File: config.mk
export PLATFORM = sky130hd
export DESIGN_NAME = inv_out_collector
export DESIGN_NICKNAME = d
export VERILOG_FILES = /design/src/rtl/inv_pkg.sv /design/src/rtl/inv_out_slot.sv /design/src/rtl/inv_out_collector.sv
export SDC_FILE = /design/constraint.sdc
export NUM_CORES = 1
export LEC_CHECK = 0
export BUFFER_PORTS_ARGS = -buffer_cell sky130_fd_sc_hd__buf_4
export CAP_MARGIN = 20
export CORE_UTILIZATION = 40
export CTS_CLUSTER_DIAMETER = 120
export DETAILED_ROUTE_END_ITERATION = 12
export SETUP_SLACK_MARGIN = 0.1
export SYNTH_ARGS = -nofsm -noshare
export SYNTH_HDL_FRONTEND = slang
export SYNTH_HIERARCHICAL = 1
export SYNTH_SLANG_ARGS = --single-unit
File: constraint.sdc
create_clock -name clk -period 2.2 [get_ports clk]
set_input_delay 0 -clock clk [delete_from_list [all_inputs] [get_ports clk]]
set_output_delay 0 -clock clk [all_outputs]
set_load 0.005 [all_outputs]
File: src/rtl/inv_pkg.sv
// inv_pkg: shared constants and types for the inv result collector.
package inv_pkg;
    localparam int W_DEFAULT = 8;
    localparam int CNT_W_DEFAULT = 16;
    typedef logic [W_DEFAULT-1:0] inv_word_t;
    typedef logic [$clog2(W_DEFAULT+1)-1:0] ones_t;
    typedef enum logic {SLOT_EMPTY, SLOT_FULL} slot_state_e;
endpackage

File: src/rtl/inv_out_slot.sv
// inv_out_slot: single-entry valid/ready output register with handshake count and sticky overflow.
module inv_out_slot
    import inv_pkg::*;
#(
    parameter int W = W_DEFAULT,
    parameter int OW = $clog2(W_DEFAULT+1),
    parameter int CNT_W = CNT_W_DEFAULT
) (
    input  logic             clk,
    input  logic             rst,
    input  logic             load,
    input  logic [W-1:0]     load_word,
    input  logic [OW-1:0]    load_ones,
    input  logic             word_ready,
    output logic [W-1:0]     word_out,
    output logic             word_valid,
    output logic [OW-1:0]    ones_out,
    output logic [CNT_W-1:0] word_cnt,
    output logic             overflow
);
    slot_state_e state;
    logic hs, accept, drop;
    assign word_valid = (state == SLOT_FULL);
    assign hs = word_valid && word_ready;
    // a slot that drains this cycle can take the new word with no bubble
    assign accept = load && (!word_valid || word_ready);
    assign drop = load && word_valid && !word_ready;
    always_ff @(posedge clk) begin
        if (rst) begin
            state    <= SLOT_EMPTY;
            word_out <= '0;
            ones_out <= '0;
            word_cnt <= '0;
            overflow <= 1'b0;
        end else begin
            if (accept) begin
                word_out <= load_word;
                ones_out <= load_ones;
            end
            state    <= accept ? SLOT_FULL : (hs ? SLOT_EMPTY : state);
            word_cnt <= word_cnt + CNT_W'(hs);
            overflow <= overflow | drop;
        end
    end
endmodule

File: src/rtl/inv_out_collector.sv
// inv_out_collector: packs the inv Y1 bit stream LSB-first into words and offers them on valid/ready.
module inv_out_collector
    import inv_pkg::*;
#(
    parameter int W = W_DEFAULT,
    parameter int CNT_W = CNT_W_DEFAULT
) (
    input  logic                   clk,
    input  logic                   rst,
    input  logic                   y_in,
    input  logic                   y_valid,
    input  logic                   flush,
    output logic [W-1:0]           word_out,
    output logic                   word_valid,
    input  logic                   word_ready,
    output logic [$clog2(W+1)-1:0] ones_out,
    output logic [CNT_W-1:0]       word_cnt,
    output logic                   overflow
);
    localparam int BW = $clog2(W);
    localparam int OW = $clog2(W+1);
    logic [BW-1:0] bc;
    logic [W-1:0] asm_word, full_word;
    logic [OW-1:0] pop, full_ones;
    logic take, done;
    assign take = y_valid && !flush;
    assign done = take && (bc == BW'(W-1));
    // the last bit bypasses the assembly register so the word loads on its own edge
    assign full_word = asm_word | ({{(W-1){1'b0}}, y_in} << (W-1));
    assign full_ones = pop + OW'(y_in);
    always_ff @(posedge clk) begin
        if (rst || flush || done) begin
            bc       <= '0;
            asm_word <= '0;
            pop      <= '0;
        end else if (take) begin
            asm_word[bc] <= y_in;
            pop          <= full_ones;
            bc           <= bc + BW'(1);
        end
    end
    inv_out_slot #(.W(W), .OW(OW), .CNT_W(CNT_W)) slot (
        .clk(clk),
        .rst(rst),
        .load(done),
        .load_word(full_word),
        .load_ones(full_ones),
        .word_ready(word_ready),
        .word_out(word_out),
        .word_valid(word_valid),
        .ones_out(ones_out),
        .word_cnt(word_cnt),
        .overflow(overflow)
    );
endmodule

After elaboration in Yosys (flattened, before gate mapping)

Cells that the tools add are included.

Bits in registers: 45
Input port bits: 6
Output and inout bits: 30
Logic and storage cells: 35

$add $sub $neg: 3
$lt $le $gt $ge: 2
Equality and inequality tests: 1
Multiplexer cells: 5
Bitwise gates (word level): 2
Reduce and logical (&&, ||, !) cells: 14

Operator list:

| kind                                                                  | count |
|---|---|
| 16-bit by 1-bit adder with 16-bit output                              | 1 |
| 8-bit bitwise mux                                                     | 1 |
| 8-bit bitwise OR                                                      | 1 |
| 1-bit logical AND                                                     | 7 |
| 4-bit by 1-bit adder with 4-bit output                                | 1 |
| 3-bit by 4-bit < comparator with 1-bit output, second input constant  | 1 |
| 3-bit by 1-bit adder with 3-bit output, second input constant         | 1 |
| 1-bit demux with 3-bit select                                         | 1 |
| 3-bit equality test, second input constant                            | 1 |
| 3-bit by 1-bit >= comparator with 1-bit output, second input constant | 1 |
| 1-bit logical NOT                                                     | 3 |
| 1-bit logical OR                                                      | 3 |
| 1-bit two-way mux                                                     | 3 |
| 2-bit nonzero test                                                    | 1 |
| 1-bit bitwise OR                                                      | 1 |

Depth between registers and ports, before layout

Gate-level depths: netlist of run 1.

Depth in word-level cells: 6
Gate-level depth with buffers: 7
Mapped depth without buffers: 6

Modules after synthesis

The synthesis of run 1 kept the hierarchy.

Modules (own cells, without submodules):

| module            | times used | cells each | area an instance (sq um) |
|---|---|---|---|
| inv_out_slot      | 1          | 145        | 1276.2 |
| inv_out_collector | 1          | 80         | 755.7 |

Least setup slack after synthesis of run 1

OpenSTA, ideal clock, no wires.

Path kind: register to register
From: register slot.state, in the netlist slot/word_valid
To: register slot.word_cnt[14]
Arrival: 1.655 ns
Path slack: 0.424 ns
Stages on the path, launching flop included: 7
Buffers on the path: 0
Clock period less this slack: 1.776 ns
Cell sequence: dfxtp_1 -> and2_1 -> ha_1 -> ha_1 -> nand3_1 -> nor4_1 -> mux2_2

Longest elaborated chain between the ends: 2

RTL lines:

| item                                     | line               | RTL |
|---|---|---|
| start, declared                          | inv_out_slot.sv:21 | `slot_state_e state;` |
| start signal, assigned                   | inv_out_slot.sv:40 | `state <= accept ? SLOT_FULL : (hs ? SLOT_EMPTY : state);` |
| 1-bit logical AND                        | inv_out_slot.sv:24 | `assign hs = word_valid && word_ready;` |
| 16-bit by 1-bit adder with 16-bit output | inv_out_slot.sv:41 | `word_cnt <= word_cnt + CNT_W'(hs);` |
| end signal, assigned                     | inv_out_slot.sv:41 |  |
| end, declared                            | inv_out_slot.sv:18 | `output logic [CNT_W-1:0] word_cnt,` |

No other way between the ends.
A chain may end at the register's enable or synchronous reset.

Final worst setup path of run 1

Same ends and word-level chain as after synthesis.

==> reports/metrics.cfg, run 1 <==
[placed_design]
place_area_um2 = 2340
io_buffers = 35
dp_hpwl_mm = 2.91
gp_congestion = 0.720

[floorplanning]
die_y_um = 73.3
die_x_um = 73.3
ios = 36
dieArea_um2 = 5370
coreArea_um2 = 4820
start_util_pct = 42.2
row_count = 25

[clock_network]
cts-buffers-inserted = 5
postCtsHoldBufs = 0
clock_latency_ns = 0.30
cts_resized = 0
cts_buffer_depth = 2
cts_sinks = 45
cts_tree = built
root_buffer = clkbuf_8
post_cts_buffers = 0
h-tree-depth = 2
clk_pin_slew_ns = 0.08

[synth]
ys_types = 36
yosysSeqAreaShare_pct = 44.3
syn_avg_cell_area_um2 = 9.03
synth_edf_count = 0
async_reset_ff_share_pct = 0
synthTopCellsByArea = dfxtp_1 44%, a21oi_1 6.4%, nand3_1 4.4%
ys_warn_count = 6
yosys.area.top_type_share_pct = 44.3
ys.flop_type = dfxtp_1
yosys_register_bits = 45
syn_nets = 238
synth_cells = 225
syn_area_um2 = 2030
synth_most_common_cell = dfxtp_1
yosysTopAreaCell = dfxtp_1
synthTopCellsByCount = 45 x dfxtp_1, 26 x a21oi_1, 22 x nand2_1

[setup_path]
worstSetupStartpointType = flop
critPathMaxStageDelay_ns = 0.37
slowest_stage = mux2_2
cp_max_fo = 5
end_kind = flop
cpLargestDelayFamily = simple AND/OR/NAND/NOR gates
crit_buf_inv = 0
cp_cell_sequence = and2_1 -> ha_1 -> ha_2 -> nand3_1 -> nor4_1 -> mux2_2
crit_arrival_ns = 2.09
worst-setup-path-type = flop to flop
cp.required_ns = 2.38

[timing]
period_share_pct = 86.9
maxSlewViolCount = 0
max_slew.worst_pin.slew_ns = 0.491
clock_skew_ns = 0.0123
hold_viol_final = 0
maxSlewHeadroom_pct = 67.3
rsz0062_at_grt = false
clock.fmax_mhz = 523
setup_violations = 0
fin_tns_setup_ns = 0
period_needed_ns = 1.91

[layout]
nNetsFinal = 271
fin_area_um2 = 2460
utilization_pct = 51.0
drive_gt1_share_pct = 22.8
syn2layout_area_growth_pct = 20.9
antenna_cells = 0

[pwr]
ir_drop_mv = 0.304
p_per_area_nw_per_um2 = 606
p_leak_nw = 0.930

[min_path]
hp-class = input pin to flop

[routing]
wire_per_inst_um = 13.1
drc = 0
routed_wl_mm = 4.26
vias = 1700
dr.pass1.iters = 4
drt_iter0_drc = 50
final_antenna_net_count = 0
viasPerCell = 5.21

[global_routing]
grt_max_degree = 37
overflow = 0
grt_pass1_vias = 1578
antenna_found_initial = 0
track_usage_pct = 17.8
grt_first_pass_wirelength_mm = 7.27

[outcome]
status = finished, final reports clean

[flow_run]
cap_violations = 0

-- metal layers --
metal | global-route usage (%) | share of wire (%) | up-vias
li1 | - | - | 866
met1 | 20.7 | 46 | 808
met2 | 31.3 | 50 | 24
met3 | 4.94 | 3.9 | 2
met4 | 5.88 | 0.68 | 0
met5 | 0 | 0 | -
-- report_power, final --
part / internal [mW] / total, mW / switching [mW]
Combinational: 0.0184 / 0.0513 / 0.0330
Clock: 0.341 / 0.621 / 0.280
Sequential: 0.815 / 0.818 / 0.00296
-- stage by stage --
| step | instances | hold WS [ns] | total power, mW | worst slack (ns) |
|---|---|---|---|---|
| 6_report | 326 | 0.0339 | 1.49 | 0.287 |
| 5_1_grt | 326 | 0.0423 | 1.56 | 0.129 |
| 4_1_cts | 326 | 0.0215 | 1.52 | 0.220 |
| 3_5_place_dp | 318 | 0.345 | 0.890 | 0.242 |
| 2_1_floorplan | 225 | 0.195 | 0.868 | 0.424 |
| 3_3_place_gp | 318 | 0.343 | 0.889 | 0.358 |
-- layout make-up --
class	instances	area (um^2)
multi-input combinational	165	1060
tap	67	83.8
clock inverter	2	38.8
sequential	45	901
fill	506	2360
clock buffer	6	72.6
timing repair buffer	39	293
inverter	2	7.51
-- cell usage in the layout, fill, tap and decap left out, types with 2 or more instances in the layout --
| cell | instances |
|---|---|
| nor4_1 | 5 |
| inv_1 | 2 |
| or4_1 | 3 |
| or3_1 | 4 |
| dfxtp_1 | 45 |
| a21oi_1 | 26 |
| nor2_1 | 11 |
| o21ai_0 | 17 |
| ha_1 | 6 |
| mux2i_1 | 8 |
| and2_1 | 2 |
| clkbuf_8 | 5 |
| nand4b_1 | 2 |
| nand2_1 | 22 |
| nand2b_1 | 2 |
| xnor2_1 | 3 |
| buf_4 | 39 |
| xor2_1 | 4 |
| nor2b_1 | 8 |
| o31ai_1 | 3 |
| nand4_1 | 5 |
| nand3_1 | 18 |
| mux2_2 | 4 |
-- cells by family after synthesis --
logic type      Yosys count  synth area share (%)
simple gates             91                  25.5
fa+ha+maj                 7                  4.31
buf+inv                  15                  3.57
xor+xnor                  7                  3.02
mux                      12                  6.16
flops                    45                  44.3
compound gates           48                  13.1
-- flip-flops by register name (all words and copies together), names as in the netlist --
| signal | cells |
|---|---|
| slot/word_cnt | 16 |
| asm_word | 8 |
| slot/word_out | 8 |
| pop | 4 |
| slot/ones_out | 4 |
| bc | 3 |
| slot/overflow | 1 |
| slot/word_valid | 1 |
-- worst paths after layout --
kind	from	to	slack [ns]	depth (start not counted)
worst min register to register	asm_word[7]	asm_word[7]	0.46	2
worst max register to register	slot/word_valid	slot/word_cnt[14]	0.29	6
worst max-delay path	slot/word_valid	slot/word_cnt[14]	0.29	6
worst min-delay path	flush	asm_word[1]	0.03	4
-- worst register-to-register path, cell delays in order (launching register included) --
cell and delay [ns]:
dfxtp_1 0.36, and2_1 0.15, ha_1 0.21, ha_2 0.25, nand3_1 0.12, nor4_1 0.34
mux2_2 0.37
Note: power is estimated with default switching activity, not from simulation.
==> run 2: changes to the inputs <==
- CTS_BUF_LIST: unset -> sky130_fd_sc_hd__clkbuf_2
==> reports/metrics.cfg, run 2 (synthesis results as in run 1) <==
[outcome]
status = finished, final reports clean

[setup_path]
critPathMaxStageDelay_ns = 0.41  ; +0.04 ns
r2r_cells = 6  ; unchanged
cp_max_fo = 5  ; unchanged
slowest_stage = dfxtp_1
cp_cell_sequence = and2_1 -> ha_1 -> ha_2 -> nand3_1 -> nor4_2 -> mux2_2
worstSetupStartpointType = flop
worst-setup-path-type = flop to flop
crit_arrival_ns = 2.23  ; +0.14 ns
cp.required_ns = 2.53  ; +0.15 ns
end_kind = flop

[layout]
largest_registers = slot/word_cnt (16), asm_word (8), slot/word_out (8)
final_common_cell = dfxtp_1
fill_cells = 505  ; -0.20%
final_cell_mix = 45 x dfxtp_1, 39 x buf_4, 26 x a21oi_1
nNetsFinal = 275  ; +1.5%
antenna_cells = 0  ; unchanged
largest_reg_flops = 16  ; unchanged
regMostFlops = slot/word_cnt
utilization_pct = 51.1  ; +0.078 points
drive_gt1_share_pct = 23.2  ; +0.41 points
syn2layout_area_growth_pct = 21.1

[clock_network]
cts_buffer_depth = 2  ; unchanged
cts-buffers-inserted = 5  ; unchanged
clk_pin_slew_ns = 0.24  ; +0.16 ns
cts_sinks = 45  ; unchanged
clock_latency_ns = 0.42  ; +0.12 ns
root_buffer = clkbuf_2
cts_tree = built
h-tree-depth = 2  ; unchanged

[pwr]
p_per_area_nw_per_um2 = 550  ; -9.3%
ir_drop_mv = 0.255  ; -16%
p_leak_nw = 0.935  ; +0.49%

[timing]
setup_violations = 0  ; unchanged
max_slew.worst_pin.slew_ns = 0.493  ; +0.00251 ns
hold_viol_final = 0  ; unchanged
fin_tns_setup_ns = 0  ; unchanged
period_needed_ns = 1.90  ; -0.0135 ns
period_share_pct = 86.3  ; -0.61 points
clock_skew_ns = 0.0214  ; +0.00912 ns
rsz0062_at_grt = false
maxSlewHeadroom_pct = 67.1  ; -0.17 points
maxSlewViolCount = 0  ; unchanged
clock.fmax_mhz = 527  ; +0.71%

[global_routing]
track_usage_pct = 17.9  ; +0.15 points
overflow = 0  ; unchanged
antenna_found_initial = 0  ; unchanged
grt_first_pass_wirelength_mm = 7.37  ; +1.3%
grt_pass1_vias = 1615  ; +2.3%
grt_max_degree = 37  ; unchanged

[floorplanning]
start_util_pct = 42.2  ; unchanged
ios = 36  ; unchanged
coreArea_um2 = 4820  ; unchanged
die_y_um = 73.3  ; unchanged
row_count = 25  ; unchanged
dieArea_um2 = 5370  ; unchanged
die_x_um = 73.3  ; unchanged

[routing]
wire_per_inst_um = 13.0  ; -0.56%
dr.pass1.iters = 4  ; unchanged
final_antenna_net_count = 0  ; unchanged
viasPerCell = 5.26  ; +0.82%
vias = 1735  ; +2.1%
routed_wl_mm = 4.29  ; +0.66%
drc = 0  ; unchanged
drt_iter0_drc = 42  ; -16%

[placed_design]
gp_congestion = 0.720  ; unchanged
io_buffers = 35  ; unchanged
dp_hpwl_mm = 2.91  ; unchanged

[flow_run]
cap_violations = 0  ; unchanged

[min_path]
hp-class = input pin to flop
hold_depth = 4  ; unchanged

## run 2: cell count changes in the layout (fill, tap and decap cells not counted)
cell,delta
clkbuf_2,+6
dlygate4sd3_1,+4
clkbuf_8,-5
clkbuf_1,-1
nor4_2,+1
nor4_1,-1
## run 2: cell type report
class | count | area (um^2) | share of cell area (%)
Timing Repair Buffer | 43 | 333 | 13.5
Tap cell | 67 | 83.8 | 3.41
Inverter | 2 | 7.51 | 0.305
Clock inverter | 2 | 38.8 | 1.58
Multi-Input combinational cell | 165 | 1070 | 43.4
Clock buffer | 6 | 30.0 | 1.22
Sequential cell | 45 | 901 | 36.6
## run 2: per-stage QoR
step / setup WS, ns / hold WS [ns] / std cells / area [um^2] / power [mW]
detailed placement: 0.242 / 0.345 / 318 / 2340 / 0.890
CTS: 0.176 / 0.0330 / 330 / 2450 / 1.38
global route: 0.138 / 0.0379 / 330 / 2460 / 1.41
floorplan: 0.424 / 0.195 / 225 / 2030 / 0.868
finish: 0.301 / 0.0620 / 330 / 2460 / 1.35
global placement: 0.358 / 0.343 / 318 / 2340 / 0.889
## run 2: final timing paths
check                                     start           endpoint  slack, ns
worst max-delay path            slot/word_valid  slot/word_cnt[14]       0.30
worst min-delay path                 word_ready   slot/word_cnt[0]       0.06
worst max register to register  slot/word_valid  slot/word_cnt[14]       0.30
worst min register to register      asm_word[7]        asm_word[7]       0.47
## run 2: repair_timing
action | CTS | global route
setup buffers | 0 | 0
hold buffers | 4 | 0
endpoints found under the hold margin | 35 | 0
setup endpoints to repair | 0 | 1
resized for setup | 0 | 2
## run 2: routing by layer
layer | global-route usage (%) | up-vias | wire length (um)
met3 | 3.29 | 7 | 146
met5 | 0 | - | 0
met1 | 21.1 | 825 | 1940
met2 | 31.7 | 24 | 2120
li1 | - | 879 | -
met4 | 7.84 | 0 | 76
## run 2: critical path: cells and delay by family (launching register included)
| family | cells | cell delay (ns) |
|---|---|---|
| adders and majority gates | 2 | 0.46 |
| DFF | 1 | 0.41 |
| muxes | 1 | 0.36 |
| and+or+nand+nor | 3 | 0.58 |
## run 2: power by group
| part | switching (mW) | leakage, nW | internal [mW] |
|---|---|---|---|
| sequential | 0.00297 | 0.362 | 0.819 |
| clock | 0.276 | 0.0432 | 0.199 |
| combinational | 0.0340 | 0.529 | 0.0230 |
==> run 3: changes to the inputs <==
- BUFFER_PORTS_ARGS: -buffer_cell sky130_fd_sc_hd__buf_4 -> -buffer_cell sky130_fd_sc_hd__buf_2
==> reports/metrics.cfg, run 3 (synthesis results as in run 1) <==
[outcome]
status = finished, final reports clean

[global_routing]
grt_first_pass_wirelength_mm = 7.13  ; -3.3%
track_usage_pct = 17.1  ; -0.80 points
overflow = 0  ; unchanged
antenna_found_initial = 0  ; unchanged
grt_pass1_vias = 1600  ; -0.93%
grt_max_degree = 37  ; unchanged

[timing]
period_needed_ns = 1.90  ; +0.00352 ns
hold_viol_final = 0  ; unchanged
maxSlewViolCount = 0  ; unchanged
rsz0062_at_grt = false
setup_violations = 0  ; unchanged
fin_tns_setup_ns = 0  ; unchanged
clock.fmax_mhz = 526  ; -0.18%
hold_slack_ns = 0.0971  ; +0.0352 ns
clock_skew_ns = 0.0124  ; -0.00897 ns
max_slew.worst_pin.slew_ns = 0.700  ; +0.207 ns
period_share_pct = 86.5  ; +0.16 points
maxSlewHeadroom_pct = 53.3  ; -14 points

[flow_run]
cap_violations = 0  ; unchanged

[setup_path]
r2r_cells = 6  ; unchanged
reg2reg_to = slot/word_cnt[14]
end_kind = flop
crit-reg2reg-launch = slot/word_valid
cp_cell_sequence = and2_1 -> ha_1 -> ha_1 -> nand3_1 -> nor4_2 -> mux2_2
crit_start = slot/word_valid
crit_buf_inv = 0  ; unchanged
cpLargestDelayFamily = simple AND/OR/NAND/NOR gates
crit_arrival_ns = 2.23  ; about the same
cp.required_ns = 2.53  ; about the same
ff2ff_setup_slack_ns = 0.30  ; about the same
cp_max_fo = 5  ; unchanged
worstSetupStartpointType = flop
slowest_stage = dfxtp_1
critPathMaxStageDelay_ns = 0.41  ; about the same
worst-setup-path-type = flop to flop
path_common_cell = ha_1

[placed_design]
dp_hpwl_mm = 2.91  ; about the same
gp_congestion = 0.755  ; +4.8%
io_buffers = 35  ; unchanged

[floorplanning]
coreArea_um2 = 4820  ; unchanged
ios = 36  ; unchanged
start_util_pct = 42.2  ; unchanged
dieArea_um2 = 5370  ; unchanged
row_count = 25  ; unchanged
die_x_um = 73.3  ; unchanged
die_y_um = 73.3  ; unchanged

[routing]
dr.pass1.iters = 4  ; unchanged
viasPerCell = 5.26  ; about the same
drt_iter0_drc = 42  ; unchanged
wire_per_inst_um = 12.6  ; -2.8%
routed_wl_mm = 4.15  ; -3.1%
drc = 0  ; unchanged
final_antenna_net_count = 0  ; unchanged
vias = 1729  ; -0.35%

[pwr]
power_frac_clock_pct = 40.2  ; +5.1 points
p_leak_nw = 0.944  ; +1.0%
p_per_area_nw_per_um2 = 613  ; +11%
pwr-share-seq_pct = 56.2  ; -4.5 points
p_int_mw = 1.15  ; +10%
sw_frac_of_total_pct = 21.5  ; -1.6 points
power_switching_mw = 0.314  ; +0.42%
combPwrFrac_pct = 3.6  ; -0.6 points
ir_drop_mv = 0.370  ; +45%

[layout]
final_cell_mix = 45 x dfxtp_1, 35 x buf_2, 26 x a21oi_1
largest_registers = slot/word_cnt (16), asm_word (8), slot/word_out (8)
syn2layout_area_growth_pct = 17.4
antenna_cells = 0  ; unchanged
nNetsFinal = 274  ; -0.36%
utilization_pct = 49.5  ; -1.6 points
drive_gt1_share_pct = 22.9  ; -0.29 points
final_common_cell = dfxtp_1
largest_reg_flops = 16  ; unchanged
regMostFlops = slot/word_cnt

[clock_network]
cts_buffer_depth = 2  ; unchanged
cts-buffers-inserted = 5  ; unchanged
cts_tree = built
clk_pin_slew_ns = 0.24  ; about the same
clock_latency_ns = 0.41  ; about the same
post_cts_buffers = 0  ; unchanged
h-tree-depth = 2  ; unchanged
root_buffer = clkbuf_2
cts_sinks = 45  ; unchanged

[min_path]
hp-class = input pin to flop
hold_depth = 5  ; +1
hold_path_startpoint = word_ready
holdPathEnd = slot/overflow

[run 3: layout make-up]
cell class	instances	area [um^2]
tap	67	83.8
timing repair buffer	42	235
multi-input combinational	165	1060
clock inverter	3	68.8
inverter	2	7.51
fill	524	2430
sequential	45	901
clock buffer	5	25.0
[run 3: power by group through the flow]
stage	Clock [mW]	Sequential, mW	Combinational (mW)
6_report	0.587	0.822	0.0531
5_1_grt	0.636	0.824	0.0597
4_1_cts	0.613	0.823	0.0539
3_5_place_dp	0	0.837	0.0496
3_3_place_gp	0	0.837	0.0491
2_1_floorplan	0	0.835	0.0330
[run 3: worst max path at each step]
stage          slack, ns  cells after the start                 to
2_1_floorplan       0.42                      6  slot/word_cnt[14]
3_3_place_gp        0.36                      6  slot/word_cnt[14]
3_5_place_dp        0.33                      6  slot/word_cnt[14]
4_1_cts             0.25                      6  slot/word_cnt[14]
5_1_grt             0.12                      6  slot/word_cnt[10]
6_report            0.30                      6  slot/word_cnt[14]
[run 3: per-layer routing]
metal | up-vias | wire, um | GRT usage (%)
met3 | 4 | 181 | 4.25
met4 | 0 | 42 | 6.32
li1 | 878 | - | -
met1 | 818 | 1790 | 18.9
met5 | - | 0 | 0
met2 | 29 | 2140 | 31.5
[run 3: worst register-to-register path, cell delays in order (launching register included)]
cell     delay (ns)
dfxtp_1        0.41
and2_1         0.16
ha_1           0.20
ha_1           0.25
nand3_1        0.15
nor4_2         0.30
mux2_2         0.36
[run 3: timing repair]
item | 4_1_cts | 5_1_grt
hold buffers | 3 | 0
endpoints found under the setup margin | 0 | 1
gates resized for setup | 0 | 1
hold endpoints to repair | 10 | 0
[run 3: stage by stage]
stage	worst slack, ns	cell area, um^2	power (mW)	std cells
global placement	0.365	2260	0.887	318
CTS	0.248	2380	1.49	329
finish	0.297	2390	1.46	329
floorplan	0.424	2030	0.868	225
global route	0.123	2390	1.52	329
detailed placement	0.327	2260	0.887	318
